`src/rtl/mini_cpu_pkg.sv`:
```
// Shared definitions for the parametrised mini CPU: opcodes, FSM encoding
// and instruction field geometry derived from the register address width.
package mini_cpu_pkg;

    localparam logic [1:0] OP_IN  = 2'b00;
    localparam logic [1:0] OP_ADD = 2'b01;
    localparam logic [1:0] OP_MOV = 2'b10;
    localparam logic [1:0] OP_OUT = 2'b11;

    typedef enum logic [1:0] {
        ST_IDLE     = 2'd0,
        ST_EXEC     = 2'd1,
        ST_WAIT_IN  = 2'd2,
        ST_WAIT_OUT = 2'd3
    } state_t;

    // Instruction layout is {op[1:0], dest[RA-1:0], src[RA-1:0]}.
    function automatic int instr_w(input int ra);
        return 2 + 2 * ra;
    endfunction

    function automatic int dest_lsb(input int ra);
        return ra;
    endfunction

    function automatic int op_lsb(input int ra);
        return 2 * ra;
    endfunction

endpackage

```
`src/rtl/mini_cpu_param_if.sv`:
```
// Instruction, input and output channels of the mini CPU plus its status flags.
// The master side is the sequencer/FIFO environment, the slave side is the core.
interface mini_cpu_param_if #(
    parameter int W  = 8,
    parameter int RA = 3
);
    import mini_cpu_pkg::*;

    localparam int IW = instr_w(RA);

    logic [IW-1:0] instr;
    logic          instr_valid;
    logic          instr_ready;
    logic [W-1:0]  in_data;
    logic          in_valid;
    logic          in_ready;
    logic [W-1:0]  out_data;
    logic          out_valid;
    logic          out_ready;
    logic          carry;
    logic          zero;
    logic          busy;

    modport master (
        output instr, instr_valid, in_data, in_valid, out_ready,
        input  instr_ready, in_ready, out_data, out_valid, carry, zero, busy
    );

    modport slave (
        input  instr, instr_valid, in_data, in_valid, out_ready,
        output instr_ready, in_ready, out_data, out_valid, carry, zero, busy
    );

endinterface

```
`src/rtl/mini_cpu_regfile.sv`:
```
// NREG x W register file: two combinational read ports, one synchronous write
// port and a synchronous clear that zeroes every register.
module mini_cpu_regfile #(
    parameter int W  = 8,
    parameter int RA = 3
) (
    input  logic          clk,
    input  logic          clr,
    input  logic          we,
    input  logic [RA-1:0] waddr,
    input  logic [W-1:0]  wdata,
    input  logic [RA-1:0] raddr_a,
    output logic [W-1:0]  rdata_a,
    input  logic [RA-1:0] raddr_b,
    output logic [W-1:0]  rdata_b
);
    localparam int NREG = 1 << RA;

    logic [W-1:0] regs_q [NREG];

    generate
        for (genvar gi = 0; gi < NREG; gi++) begin : g_reg
            always_ff @(posedge clk) begin
                if (clr) begin
                    regs_q[gi] <= '0;
                end else if (we && (waddr == RA'(gi))) begin
                    regs_q[gi] <= wdata;
                end
            end
        end
    endgenerate

    assign rdata_a = regs_q[raddr_a];
    assign rdata_b = regs_q[raddr_b];

endmodule

```
`src/rtl/mini_cpu_param.sv`:
```
// Four-instruction register-file core (IN/ADD/MOV/OUT) with carry/zero flags,
// optional saturating add and valid/ready handshakes on every channel.
module mini_cpu_param
    import mini_cpu_pkg::*;
#(
    parameter int W   = 8,
    parameter int RA  = 3,
    parameter int SAT = 0
) (
    input  logic             clk,
    input  logic             rst,
    mini_cpu_param_if.slave  bus
);
    localparam int IW = instr_w(RA);
    localparam int DL = dest_lsb(RA);
    localparam int OL = op_lsb(RA);

    state_t        state_q, state_d;
    logic [IW-1:0] instr_q, instr_d;
    logic [W-1:0]  out_data_q, out_data_d;
    logic          out_valid_q, out_valid_d;
    logic          carry_q, carry_d;
    logic          zero_q, zero_d;

    logic [1:0]    op_q;
    logic [RA-1:0] dest_q, src_q, rd_src_addr;
    logic [1:0]    new_op;
    logic [W-1:0]  rd_src, rd_dest;
    logic [W:0]    sum;
    logic [W-1:0]  add_result;
    logic          rf_we;
    logic [W-1:0]  rf_wdata;
    logic          instr_ready, in_ready;

    assign op_q   = instr_q[OL +: 2];
    assign dest_q = instr_q[DL +: RA];
    assign src_q  = instr_q[RA-1:0];
    assign new_op = bus.instr[OL +: 2];

    // OUT loads out_data while the instruction is being accepted, so the
    // source port looks at the incoming instruction while idle.
    assign rd_src_addr = (state_q == ST_IDLE) ? bus.instr[RA-1:0] : src_q;

    mini_cpu_regfile #(.W(W), .RA(RA)) u_regfile (
        .clk     (clk),
        .clr     (rst),
        .we      (rf_we),
        .waddr   (dest_q),
        .wdata   (rf_wdata),
        .raddr_a (rd_src_addr),
        .rdata_a (rd_src),
        .raddr_b (dest_q),
        .rdata_b (rd_dest)
    );

    assign sum        = {1'b0, rd_dest} + {1'b0, rd_src};
    assign add_result = ((SAT != 0) && sum[W]) ? {W{1'b1}} : sum[W-1:0];

    always_comb begin
        state_d     = state_q;
        instr_d     = instr_q;
        out_data_d  = out_data_q;
        out_valid_d = out_valid_q;
        carry_d     = carry_q;
        zero_d      = zero_q;
        rf_we       = 1'b0;
        rf_wdata    = rd_src;
        instr_ready = 1'b0;
        in_ready    = 1'b0;

        case (state_q)
            ST_IDLE: begin
                instr_ready = 1'b1;
                if (bus.instr_valid) begin
                    instr_d = bus.instr;
                    case (new_op)
                        OP_IN:  state_d = ST_WAIT_IN;
                        OP_OUT: begin
                            state_d     = ST_WAIT_OUT;
                            out_data_d  = rd_src;
                            out_valid_d = 1'b1;
                        end
                        default: state_d = ST_EXEC;
                    endcase
                end
            end
            ST_EXEC: begin
                rf_we   = 1'b1;
                state_d = ST_IDLE;
                if (op_q == OP_ADD) begin
                    rf_wdata = add_result;
                    carry_d  = sum[W];
                    zero_d   = (add_result == '0);
                end
            end
            ST_WAIT_IN: begin
                in_ready = 1'b1;
                if (bus.in_valid) begin
                    rf_we    = 1'b1;
                    rf_wdata = bus.in_data;
                    state_d  = ST_IDLE;
                end
            end
            ST_WAIT_OUT: begin
                if (bus.out_ready) begin
                    out_valid_d = 1'b0;
                    state_d     = ST_IDLE;
                end
            end
            default: state_d = ST_IDLE;
        endcase
    end

    always_ff @(posedge clk) begin
        if (rst) begin
            state_q     <= ST_IDLE;
            instr_q     <= '0;
            out_data_q  <= '0;
            out_valid_q <= 1'b0;
            carry_q     <= 1'b0;
            zero_q      <= 1'b0;
        end else begin
            state_q     <= state_d;
            instr_q     <= instr_d;
            out_data_q  <= out_data_d;
            out_valid_q <= out_valid_d;
            carry_q     <= carry_d;
            zero_q      <= zero_d;
        end
    end

    assign bus.instr_ready = instr_ready;
    assign bus.in_ready    = in_ready;
    assign bus.out_data    = out_data_q;
    assign bus.out_valid   = out_valid_q;
    assign bus.carry       = carry_q;
    assign bus.zero        = zero_q;
    assign bus.busy        = (state_q != ST_IDLE);

endmodule
```
`src/flat_wrapper.sv`:
```
// flat-port wrapper written by rule: the top's interface ports become plain ports
module mini_cpu_param_flat import mini_cpu_pkg::*;
#(
    parameter int W   = 8,
    parameter int RA  = 3,
    parameter int SAT = 0
)
  (clk, rst, bus_instr, bus_instr_valid, bus_in_data, bus_in_valid, bus_out_ready, bus_instr_ready, bus_in_ready, bus_out_data, bus_out_valid, bus_carry, bus_zero, bus_busy);
  mini_cpu_param_if #(.W(W), .RA(RA)) bus_i ();
  input  logic clk;
  input  logic rst;
  input wire logic [$bits(bus_i.instr)-1:0] bus_instr;
  input wire logic [$bits(bus_i.instr_valid)-1:0] bus_instr_valid;
  input wire logic [$bits(bus_i.in_data)-1:0] bus_in_data;
  input wire logic [$bits(bus_i.in_valid)-1:0] bus_in_valid;
  input wire logic [$bits(bus_i.out_ready)-1:0] bus_out_ready;
  output wire logic [$bits(bus_i.instr_ready)-1:0] bus_instr_ready;
  output wire logic [$bits(bus_i.in_ready)-1:0] bus_in_ready;
  output wire logic [$bits(bus_i.out_data)-1:0] bus_out_data;
  output wire logic [$bits(bus_i.out_valid)-1:0] bus_out_valid;
  output wire logic [$bits(bus_i.carry)-1:0] bus_carry;
  output wire logic [$bits(bus_i.zero)-1:0] bus_zero;
  output wire logic [$bits(bus_i.busy)-1:0] bus_busy;
  assign bus_i.instr = bus_instr;
  assign bus_i.instr_valid = bus_instr_valid;
  assign bus_i.in_data = bus_in_data;
  assign bus_i.in_valid = bus_in_valid;
  assign bus_i.out_ready = bus_out_ready;
  assign bus_instr_ready = bus_i.instr_ready;
  assign bus_in_ready = bus_i.in_ready;
  assign bus_out_data = bus_i.out_data;
  assign bus_out_valid = bus_i.out_valid;
  assign bus_carry = bus_i.carry;
  assign bus_zero = bus_i.zero;
  assign bus_busy = bus_i.busy;
  mini_cpu_param #(.W(W), .RA(RA), .SAT(SAT)) u_core (.clk(clk), .rst(rst), .bus(bus_i));
endmodule
```
`config.mk`:
```
export PLATFORM = sky130hd
export DESIGN_NAME = mini_cpu_param_flat
export DESIGN_NICKNAME = d
export VERILOG_FILES = /design/src/rtl/mini_cpu_pkg.sv /design/src/rtl/mini_cpu_param_if.sv /design/src/rtl/mini_cpu_regfile.sv /design/src/rtl/mini_cpu_param.sv /design/src/flat_wrapper.sv
export SDC_FILE = /design/constraint.sdc
export NUM_CORES = 1
export LEC_CHECK = 0
export ABC_AREA = 1
export CORE_AREA = 8 8 110 112
export DETAILED_ROUTE_END_ITERATION = 10
export DIE_AREA = 0 0 118 120
export PLACE_DENSITY = 0.73
export SLEW_MARGIN = 10
export SYNTH_ARGS = -nofsm -noshare
export SYNTH_HDL_FRONTEND = slang
export SYNTH_SLANG_ARGS = --single-unit
```
`constraint.sdc`:
```
create_clock -name clk -period 3.45 [get_ports clk]
set_input_delay 0.5175 -clock clk [delete_from_list [all_inputs] [get_ports clk]]
set_output_delay 0.5175 -clock clk [all_outputs]
set_load 0.005 [all_outputs]
```
==> impl_metrics.ini, run 1 <==
[run_status]
status = finished clean

[flow_run]
cap_viol_max_count = 0

[setup_path]
path_buf_inv = 3
crit_start = u_core.state_q[0]
worstSetupEndpointType = flip-flop
path_cells = inv_2 > ha_4 > buf_4 > nand2_4 > nand2_8 > a21oi_1 > o21ai_0 > nand3_1 > nand2_1 > ha_1 > inv_1 > nor2_2 > nand3_2 > nand2_1 > nand2_1 > nand3_1 > nand2_2 > nand2_4 > a21oi_1
rr_startpoint = u_core.state_q[0]
critical_path_class = flip-flop to flip-flop
crit_cells = 19
crit_path_end = u_core.u_regfile.regs_q[4][6]
critPathLaunchType = flip-flop
cp_top_family = simple AND/OR/NAND/NOR gates
cp.arrival_ns = 3.28
rrSetupSlack_ns = 0.28
cp_max_fo = 22
reg2regPathDepth = 19
cp_slowest_cell = dfxtp_1
timing.critical_path.mode_cell = nand2_1
r2r-end = u_core.u_regfile.regs_q[4][6]
cp.required_ns = 3.57
slowest_delay_ns = 0.40

[sta]
finalCritPeriodShare = 0.919
drv_slew = 0
period_needed_ns = 3.17
tns_ns = 0
setup_viol = 0
hold_violations = 0
worstMarginPinSlew_ns = 0.878
setup_ws_ns = 0.281
rsz0062_at_grt = no
fin_skew_ns = 0.0105
slew_headroom = 0.411
fin_hold_ws_ns = 0.465
max_freq_ghz = 0.316

[place]
dp_cells = 869
dp_hpwl_mm = 11.4
pre_cts_slack_ns = 0.000781
gp_congestion = 0.891
port_buffers = 34

[drt]
drc = 0
num_vias = 4940
wl_per_cell_um = 17.2
firstDrtPassIters = 6
drtAntennaViolNets = 0
vias_per_cell = 5.58
totalWireLength_mm = 15.2
drtIter0Drc = 531

[global_route]
grt-ovfl-total = 0
grt_antenna_before_repair = 0
grt_pass1_wl_mm = 24.0
grt_usage = 0.213
first_global_vias = 4588
grt_max_degree = 44

[clock_tree]
cts_hold_buffers = 0
clkSinkCount = 88
cts_htree_levels = 3
clkTransAtPathRegs_ns = 0.10
post_cts_resized = 0
cts_setup_buffers = 0
clock_latency_ns = 0.38
cts_buffers = 9
cts_tree = built
ctsLongestPathBuffers = 2
root_buffer = clkbuf_8

[power_and_ir_drop]
comb_power_share = 0.570
clkPwrFrac = 0.150
vdd_ir_drop_max_uv = 318
seqPwrFrac = 0.280
leakage_uw = 0.00264
power_density_nw_per_um2 = 749
intPower_uw = 2360
p_sw_uw = 2290
swShare = 0.492

[floorplanning]
fp.dieH_um = 120
fp.dieW_um = 118
initial_core_util = 0.520
io_pins = 35
die_area_um2 = 14200
core-area_um2 = 10500
fp-row-count = 38

[hold_path]
hp-class = flip-flop to flip-flop

[logic_synthesis]
synth_top_flop_cell = edfxtp_1
ys_types = 36
yosysWarningCount = 0
synth-async-reset-ratio = 0
avgSynthCellArea_um2 = 7.79
ys_seq_elements = 88
synth_edf_count = 64
netlist_area_um2 = 5460
synth.yosys.seq_area_share = 0.440
synth_cells = 701
syn-num-nets = 736

[layout]
layout_commonest_cell = nand2_1
final_cells = 886
fin_nets = 776
layout_common_cells = nand2_1 (145), inv_1 (93), nand3_1 (88)
final_layout_size_suffix_gt1_frac = 0.114
area_growth_pct = 13.9
antenna_cells = 0
-- synthesized netlist by cell type, types with 3 or more instances --
cell      number  share of area
nor3_1         7         0.0064
ha_1          14          0.032
dfxtp_1       24          0.088
nand2_4        4         0.0082
buf_2          6         0.0055
buf_6          3         0.0062
a21oi_1       73          0.067
nand3_1       88          0.081
o21ai_1        3         0.0027
nand3_2        9          0.016
a211oi_1       4         0.0055
edfxtp_1      64           0.35
clkbuf_1       7         0.0048
o21ai_0       49          0.045
nand2_1      145           0.10
o21bai_1       7         0.0096
nor2_1        50          0.034
inv_1         94          0.065
buf_1          6         0.0041
nand2_2       15          0.017
inv_2          3         0.0021
a22oi_1        6         0.0082
-- power by group through the flow --
stage	logic (uW)	clock network, uW	registers [uW]
2_1_floorplan	1890	0	1300
3_3_place_gp	2470	0	1320
3_5_place_dp	2530	0	1320
4_1_cts	2540	707	1300
5_1_grt	2980	736	1310
6_report	2660	698	1310
-- metal layers --
metal / up-vias / routed length (um) / GRT usage
met2: 225 / 6960 / 0.335
met5: - / 0 / 0
li1: 2421 / - / -
met1: 2265 / 6860 / 0.288
met4: 0 / 350 / 0.0865
met3: 29 / 1070 / 0.0366
-- sequential cells by signal, indices dropped and copies added, names as in the netlist, named ones only --
signal	count
u_core.bus.out_valid	1
u_core.bus.carry	1
u_core.u_regfile.regs_q	64
u_core.bus.zero	1
u_core.instr_q	8
u_core.bus.out_data	8
u_core.state_q	2
-- final cells by class --
class / count / area (um^2)
clock buffers: 9 / 124
clock inverters: 7 / 56.3
fillers: 972 / 4290
inverters: 98 / 373
multi-input cells: 492 / 2610
flip-flops and latches: 88 / 2400
well taps: 140 / 175
repair buffers: 52 / 475
-- metrics by stage --
stage | power (uW) | util | instance area, um^2
floorplan | 3180 | - | 5460
global placement | 3790 | 0.569 | 5980
detailed placement | 3850 | 0.569 | 5980
CTS | 4550 | 0.587 | 6160
global route | 5030 | 0.592 | 6220
finish | 4660 | 0.592 | 6220
-- kinds of logic after synthesis --
family                   share of synthesized area
XOR/XNOR                                   0.00160
AO/OA/AOI/OAI                                0.154
buffers and inverters                       0.0917
AND/OR/NAND/NOR                              0.281
flip-flops                                   0.440
adder cells (fa/ha/maj)                     0.0321
-- worst min path at each step --
| stage | cells after the start | start | slack, ns | to |
|---|---|---|---|---|
| final | 2 | u_core.instr_q[6] | 0.47 | u_core.instr_q[6] |
| after floorplan | 2 | u_core.instr_q[6] | 0.43 | u_core.instr_q[6] |
| after global routing | 2 | u_core.instr_q[6] | 0.49 | u_core.instr_q[6] |
| after detailed placement | 2 | u_core.instr_q[6] | 0.45 | u_core.instr_q[6] |
| after CTS | 2 | u_core.instr_q[6] | 0.47 | u_core.instr_q[6] |
| after global placement | 2 | u_core.instr_q[6] | 0.44 | u_core.instr_q[6] |
-- worst min-delay path, stage by stage, from the launching register on --
cell	delay [ns]
dfxtp_1	0.31
inv_1	0.06
a21oi_1	0.06
(Power assumes the default switching activity.)
==> run 2: changes to the inputs <==
--- a/config.mk
+++ b/config.mk
@@ -9,6 +9,7 @@
 export CORE_AREA = 8 8 110 112
 export DETAILED_ROUTE_END_ITERATION = 10
 export DIE_AREA = 0 0 118 120
+export MAX_ROUTING_LAYER = met4
 export PLACE_DENSITY = 0.73
 export SLEW_MARGIN = 10
 export SYNTH_ARGS = -nofsm -noshare
==> impl_metrics.ini, run 2 (synthesis gave the netlist of run 1 again) <==
[floorplanning]
die_area_um2 = 14200
fp.dieW_um = 118
core-area_um2 = 10500
io_pins = 35
initial_core_util = 0.520
fp.dieH_um = 120
fp-row-count = 38

[layout]
area_growth_pct = 13.9
layout_commonest_cell = nand2_1
layout_common_cells = nand2_1 (145), inv_1 (93), nand3_1 (88)
antenna_cells = 0
fill_cells = 927
fin_nets = 775
largest_register_ffs = 64
regMostFlops = u_core.u_regfile.regs_q
final_layout_size_suffix_gt1_frac = 0.108

[global_route]
grt_max_degree = 44
grt_pass1_wl_mm = 24.5
grt-ovfl-total = 0
grt_usage = 0.221
grt_antenna_before_repair = 0
first_global_vias = 4700

[setup_path]
cp_max_fo = 43
critPathLaunchType = flip-flop
worstSetupEndpointType = flip-flop
rrSetupSlack_ns = 0.24
rr_startpoint = u_core.state_q[0]
cp.required_ns = 3.56
critical_path_class = flip-flop to flip-flop
reg2regPathDepth = 19
cp.arrival_ns = 3.32
r2r-end = u_core.u_regfile.regs_q[6][6]

[drt]
wl_per_cell_um = 17.4
totalWireLength_mm = 15.3
drtAntennaViolNets = 0
drc = 0
num_vias = 5057
drtIter0Drc = 545
firstDrtPassIters = 5
vias_per_cell = 5.72

[run_status]
status = finished clean

[place]
dp_hpwl_mm = 11.5
gp_congestion = 0.959
port_buffers = 34

[sta]
worstMarginPinSlew_ns = 0.810
drv_slew = 0
hold_violations = 0
setup_viol = 0
tns_ns = 0
max_freq_ghz = 0.311
finalCritPeriodShare = 0.931
period_needed_ns = 3.21
fin_skew_ns = 0.0125
slew_headroom = 0.456
rsz0062_at_grt = no
fin_hold_ws_ns = 0.476

[clock_tree]
clkTransAtPathRegs_ns = 0.10
root_buffer = clkbuf_8
clkSinkCount = 88
cts_tree = built
cts_htree_levels = 3
cts_buffers = 9
clock_latency_ns = 0.37
ctsLongestPathBuffers = 2

[power_and_ir_drop]
vdd_ir_drop_max_uv = 319
leakage_uw = 0.00265
power_density_nw_per_um2 = 764
total_power_uw = 4750

[hold_path]
hold_path_depth = 2
min_to = u_core.instr_q[6]
hp-class = flip-flop to flip-flop
hold_start = u_core.instr_q[6]

[flow_run]
cap_viol_max_count = 0
-- run 2: layout make-up --
| class | count | area [um^2] | share of cell area |
|---|---|---|---|
| multi-input cells | 491 | 2580 | 0.415 |
| flip-flops and latches | 88 | 2400 | 0.386 |
| repair buffers | 52 | 473 | 0.0761 |
| inverters | 98 | 373 | 0.0600 |
| well taps | 140 | 175 | 0.0282 |
| clock buffers | 9 | 124 | 0.0199 |
| clock inverters | 6 | 92.6 | 0.0149 |
-- run 2: how the worst max path moves through the flow --
stage,from,cells past startpoint,to,slack (ns)
6_report,u_core.state_q[0],19,u_core.u_regfile.regs_q[6][6],0.24
4_1_cts,u_core.state_q[0],19,u_core.u_regfile.regs_q[1][7],0.15
3_3_place_gp,bus_instr[0],17,u_core.u_regfile.regs_q[4][7],0.05
2_1_floorplan,u_core.state_q[0],19,u_core.u_regfile.regs_q[0][7],0.33
5_1_grt,u_core.state_q[0],18,u_core.u_regfile.regs_q[1][4],0.0007
3_5_place_dp,bus_instr[0],18,u_core.u_regfile.regs_q[1][7],-0.01
-- run 2: report_power, final --
part           total [uW]  internal [uW]  switching [uW]
clock network         810            408             402
logic                2640            833            1800
registers            1300           1230            71.4
-- run 2: per-layer routing --
layer | wire [um] | share of wire | vias up | global-route usage
li1 | - | - | 2424 | -
met1 | 6520 | 0.43 | 2325 | 0.274
met2 | 7100 | 0.46 | 277 | 0.346
met3 | 1390 | 0.090 | 31 | 0.0535
met4 | 329 | 0.021 | 0 | 0.0849
met5 | 0 | 0 | - | -
-- run 2: repair_timing --
| action | CTS | global route |
|---|---|---|
| hold buffers | 0 | 0 |
| setup endpoints to repair | 6 | 37 |
| gates resized for setup | 1 | 4 |
| pin swaps | 0 | 1 |
| setup buffers | 0 | 1 |
-- run 2: metrics by stage --
step,cell area [um^2],utilization,setup slack (ns),cells
final,6220,0.592,0.237,884
after global routing,6220,0.592,0.000712,884
after CTS,6190,0.590,0.154,883
after detailed placement,5980,0.569,-0.0115,868
after global placement,5980,0.569,0.0512,868
after floorplan,5460,-,0.331,701
-- run 2: worst max-delay path: stages, from the launching register on --
cell and delay (ns):
dfxtp_1 0.35, inv_1 0.17, ha_4 0.26, inv_6 0.07, nand2_8 0.09, nand2_8 0.17, a21oi_1 0.18, o21ai_0 0.12
nand3_1 0.12, nand2_1 0.14, ha_1 0.39, inv_1 0.10, nor2_2 0.14, nand3_2 0.10, nand2_1 0.10, nand2_1 0.07
nand3_1 0.09, nand2_2 0.07, nand2_4 0.13, a21oi_1 0.09
